**config.mk**
```make
export PLATFORM = sky130hd
export DESIGN_NAME = ex_mem_flag_stage
export DESIGN_NICKNAME = d
export VERILOG_FILES = /design/src/rtl/ex_mem_flag_stage.sv
export SDC_FILE = /design/constraint.sdc
export NUM_CORES = 1
export LEC_CHECK = 0
export CORE_UTILIZATION = 35
export CTS_BUF_LIST = sky130_fd_sc_hd__clkbuf_8
export CTS_CLUSTER_SIZE = 20
export DETAILED_ROUTE_END_ITERATION = 7
export PLACE_DENSITY_LB_ADDON = 0.1
export SLEW_MARGIN = 0
export SYNTH_ARGS = -nofsm -noshare
export SYNTH_HDL_FRONTEND = slang
export SYNTH_SLANG_ARGS = --single-unit
```
**constraint.sdc**
```tcl
create_clock -name clk -period 1.3 [get_ports clk]
set_input_delay 0.13 -clock clk [delete_from_list [all_inputs] [get_ports clk]]
set_output_delay 0.13 -clock clk [all_outputs]
set_load 0.01 [all_outputs]
```
**src/rtl/ex_mem_flag_stage.sv**
```systemverilog
// EX/MEM boundary register with the architectural Z/V/N flag register.
// Branch conditions are evaluated against the committed flags and registered for MEM.
module ex_mem_flag_stage #(
    parameter int         WIDTH    = 16,
    parameter logic [2:0] FLAG_RST = 3'b000
) (
    input  logic             clk,
    input  logic             rst,
    input  logic             ex_valid,
    input  logic [3:0]       ex_opcode,
    input  logic [WIDTH-1:0] ex_dst,
    input  logic             ex_ov,
    input  logic             ex_zr,
    input  logic             ex_neg,
    input  logic [3:0]       ex_rd,
    input  logic             ex_we,
    input  logic             ex_br,
    input  logic [2:0]       ex_cond,
    input  logic             stall,
    input  logic             flush,
    output logic             mem_valid,
    output logic [WIDTH-1:0] mem_dst,
    output logic [3:0]       mem_rd,
    output logic             mem_we,
    output logic             mem_br_taken,
    output logic             flag_z,
    output logic             flag_v,
    output logic             flag_n
);

    localparam logic [3:0] OP_ADD = 4'b0000;
    localparam logic [3:0] OP_SUB = 4'b0010;
    localparam logic [3:0] OP_AND = 4'b0011;
    localparam logic [3:0] OP_NOR = 4'b0100;
    localparam logic [3:0] OP_SLL = 4'b0101;
    localparam logic [3:0] OP_SRL = 4'b0110;
    localparam logic [3:0] OP_SRA = 4'b0111;

    localparam logic [2:0] CC_NE   = 3'b000;
    localparam logic [2:0] CC_EQ   = 3'b001;
    localparam logic [2:0] CC_GT   = 3'b010;
    localparam logic [2:0] CC_LT   = 3'b011;
    localparam logic [2:0] CC_GTE  = 3'b100;
    localparam logic [2:0] CC_LTE  = 3'b101;
    localparam logic [2:0] CC_OVFL = 3'b110;

    logic       adv;
    logic       upd_all;
    logic       upd_z;
    logic       cond_true;
    logic [2:0] flags;   // {Z, V, N}

    assign adv    = ex_valid & ~stall & ~flush;
    assign flag_z = flags[2];
    assign flag_v = flags[1];
    assign flag_n = flags[0];

    always_comb begin
        // NOTE: every output of a combinational block gets a default first, so no path infers a latch.
        upd_all = 1'b0;
        upd_z   = 1'b0;
        unique case (ex_opcode)
            OP_ADD, OP_SUB:                         upd_all = 1'b1;
            OP_AND, OP_NOR, OP_SLL, OP_SRL, OP_SRA: upd_z   = 1'b1;
            default: ;
        endcase
    end

    // Conditions look only at the committed flags; a flag-setter one cycle ahead has already written them.
    always_comb begin
        cond_true = 1'b0;
        case (ex_cond)
            CC_NE:   cond_true = ~flag_z;
            CC_EQ:   cond_true = flag_z;
            CC_GT:   cond_true = ~flag_z & ~flag_n;
            CC_LT:   cond_true = flag_n;
            CC_GTE:  cond_true = flag_z | (~flag_z & ~flag_n);
            CC_LTE:  cond_true = flag_n | flag_z;
            CC_OVFL: cond_true = flag_v;
            default: cond_true = 1'b1;
        endcase
    end

    always_ff @(posedge clk or posedge rst) begin
        if (rst) begin
            mem_valid    <= 1'b0;
            mem_dst      <= '0;
            mem_rd       <= '0;
            mem_we       <= 1'b0;
            mem_br_taken <= 1'b0;
        end else if (flush) begin
            // NOTE: sequential state uses non-blocking assignments so all registers update from pre-edge values.
            mem_valid    <= 1'b0;
            mem_we       <= 1'b0;
            mem_br_taken <= 1'b0;
        end else if (!stall) begin
            mem_valid    <= ex_valid;
            mem_dst      <= ex_dst;
            mem_rd       <= ex_rd;
            mem_we       <= ex_we & ex_valid;
            mem_br_taken <= ex_valid & ex_br & cond_true;
        end
    end

    always_ff @(posedge clk or posedge rst) begin
        if (rst) begin
            flags <= FLAG_RST;
        end else if (adv) begin
            if (upd_all)
                flags <= {ex_zr, ex_ov, ex_neg};
            else if (upd_z)
                flags[2] <= ex_zr;
        end
    end

endmodule

```
==> summary.md, run 1 <==
| Metric | Value |
|---|---|
| Outcome | `finished, violations left` |
| Violated checks | `DRC` |
| Clk pwr share | `approximately 30%` |
| Syn_area_per_cell | `between 10 and 15 um^2` |
| Starting DRT DRC Count | `20` |
| Normalized max-slew margin | `between 80% and 90%` |
| Clock skew | `0.00141 ns` |
| Critical Path, Cell by Cell | `clkdlybuf4s50_1 > buf_4 > mux2_2 > nor3b_1 > o31ai_2` |
| Crit path DAT | `roughly 1.5 ns` |
| HPWL after detailed placement | `between 2000 and 2500 um` |
| # rows | `19` |
| Synthesized Nets | `between 100 and 150` |
| Hold Path Depth | `3` |
| Vias | `894` |
| Diodes inserted | `0` |
| Hold slack | `0.150 ns` |
| VDD IR-drop max | `0.839 mV` |
| Internal cell power | `0.00172 W` |
| Final hold vios | `0` |
| Vias in the first global route | `986` |
| Post-layout min period | `1.29 ns` |
| Crit path max fanout | `3` |
| Routed vias/inst | `4.97` |
| Synthesized area | `between 0.001 and 0.0015 mm^2` |
| Synth top area share | `60.1%` |
| Seq/Total Area, Yosys | `60.1%` |
| Setup WS pre-CTS | `-0.571 ns` |
| Core area | `around 0.0029 mm^2` |
| Part of the cycle the worst path needs | `99.4%` |
| Total Routing Usage GR | `between 10% and 20%` |
| Clk pin slew, worst setup/hold paths | `around 0.090 ns` |
| Top_reg_cell synth | `dfrtp_1` |
| Initial antenna violation count | `0` |
| Fmax | `0.774 GHz` |
| Critical Path Max Stage Delay | `around 0.5 ns` |
| Setup crit end kind | `register` |
| CP max stage cell | `clkdlybuf4s50_1` |
| Setup Fix Bufs, Post-CTS | `0` |
| CTS Buf Count | `3` |
| Cell area power density | `1170 mW/mm^2` |
| WS Path Type | `input port to register` |
| Max-Cap Viols | `0` |
| I/O Pins | `63` |
| Hold Path Class | `input port to register` |
| Htree depth | `1` |
| Die ar. | `0.00332 mm^2` |
| Pin count of the biggest net entering global routing | `16` |
| Worst skew pair latency | `0.26 ns` |
| Clock tree buffer depth | `2` |
| Detail Route Antenna Nets | `0` |
| R2R cell count | `4` |
| Clk sinks | `26` |
| Comb power frac | `26.8%` |
| CTS tree | `yes` |
| Drt wl/cell | `14.5 um` |
| Unrepaired setup endpoints after global routing | `true` |
| Seq pwr share | `43.7%` |
| Root Buffer Master | `clkbuf_8` |
| YS warnings | `0` |
| Flop-to-flop setup slack | `between 0.007 and 0.008 ns` |
| Height of the die | `between 50 and 60 um` |
| Area leader, netlist | `dfrtp_1` |
| Number of synthesized flops with an enable pin | `0` |
| Switching fraction of total power | `23.6%` |
| Nets@finish | `187` |
| Post-synth top cells | `dfrtp_1 (26), mux2_2 (22), nand3b_1 (3), nor2_1 (3)` |
| Synthesis-to-layout area growth | `77.5%` |
| Grt ovf | `0` |
| Count of pins over their slew limit | `0` |
| Top cells by area, synth | `dfrtp_1 (60%), mux2_2 (23%), mux2_4 (2.8%)` |
| P_sw | `0.000530 W` |
| Routed Wire Length | `2610 um` |
| Tightest Pin Transition | `around 0.25 ns` |
| Top-count cell post-synth | `dfrtp_1` |
| Die Wd | `57.6 um` |
| Design Area, Final | `a little under 0.002 mm^2` |
| Cell Area, Placed | `0.00183 mm^2` |
| FF+latch count, synth | `26` |
| Setup violations, final | `0` |
| DRC viols | `4` |
| First-pass GRT wire length | `about 4400 um` |
| Distinct cell type count of the synthesized netlist | `20` |
| Fin worst setup slack | `0.00766 ns` |
| Setup TNS | `0 ns` |
| Synthesized instance count | `73` |
| Leakage | `0.941 nW` |
| Share of layout cells above drive strength 1 | `32.9%` |
| Initial Util | `37.9%` |
| Pre-Repair DR Iteration Count | `5` |
| Async set or reset register ratio after synthesis | `100%` |
| RePlAce Congestion | `0.811` |
| IO Port Bufs | `62` |
| WP data required | `1.46 ns` |
| Startpoint class of the critical path | `input port` |
[cell families after synthesis]
logic type / share of synthesized area [%]
compound gates: 2.66
buf+inv: 1.04
flops: 60.1
simple gates: 10.5
mux: 25.7
[critical path, delay by kind of cell]
kind	cells	cell delay (ns)
and+or+nand+nor	1	0.25
AOI/OAI and AO/OA	1	0.10
muxes	1	0.33
buffers and inverters	2	0.65
[cell type report]
type                            instances  area, um^2
Inverter                                1        3.75
Clock inverter                          1        30.0
Sequential cell                        26         651
Timing Repair Buffer                   74         714
Fill cell                             249         932
Clock buffer                            3        41.3
Multi-Input combinational cell         44         442
Tap cell                               31        38.8
[stage by stage]
| step | util [%] | total power (W) | cells |
|---|---|---|---|
| final | 67.3 | 0.00225 | 180 |
| after global routing | 67.3 | 0.00236 | 180 |
| after CTS | 66.1 | 0.00228 | 180 |
| after detailed placement | 64.2 | 0.00166 | 176 |
| after global placement | 64.2 | 0.00164 | 176 |
| after floorplan | - | 0.00123 | 73 |
[per-layer routing]
layer | vias up | routed length (um) | share of wire [%] | global-route usage (%)
li1 | 418 | - | - | -
met1 | 441 | 1110 | 42 | 23.8
met2 | 33 | 1320 | 51 | 28.9
met3 | 2 | 168 | 6.4 | 3.57
met4 | 0 | 13 | 0.50 | 4.18
met5 | - | 0 | 0 | 0
[layout by cell type, fill, tap and decap left out, types with 2 or more instances in the layout]
cell,instances
buf_2,2
buf_4,11
buf_6,2
clkbuf_8,3
clkdlybuf4s50_1,33
dfrtp_1,26
dlygate4sd2_1,15
dlymetal6s2s_1,11
mux2_2,22
mux2_4,2
nand3b_1,3
nor2_1,2
nor3b_1,2
[path summary, 6_finish.rpt]
| check | start | endpoint |
|---|---|---|
| hold / removal | flush | mem_valid |
| setup / recovery | ex_cond[1] | mem_br_taken |
| max in group asynchronous | rst | mem_valid |
| hold reg to reg | mem_dst[11] | mem_dst[11] |
| min in group asynchronous | rst | mem_dst[5] |
| setup reg to reg | flags[2] | mem_br_taken |
[flip-flops by register name, indices dropped and copies added (netlist names)]
register and count:
flags 3, mem_br_taken 1, mem_valid 1, mem_we 1, mem_rd 4, mem_dst 16
[power by group through the flow]
stage / Combinational, W / Sequential [W] / Clock (W)
finish: 0.000602 / 0.000982 / 0.000664
global route: 0.000652 / 0.00100 / 0.000710
CTS: 0.000616 / 0.000985 / 0.000683
detailed placement: 0.000659 / 0.00100 / 0
global placement: 0.000647 / 0.000996 / 0
floorplan: 0.000169 / 0.00106 / 0
[what timing repair did]
item                       4_1_cts  5_1_grt
setup endpoints to repair       19       14
pin swaps                        2        2
hold buffers                     0        0
gates resized for setup         30       13
No activity file was read; power rests on OpenSTA's default activity.
==> run 2: changes to the inputs <==
- SLEW_MARGIN: 0 -> unset
==> results of run 2 <==
The final DEF is identical to that of run 1; final timing and power are the same.
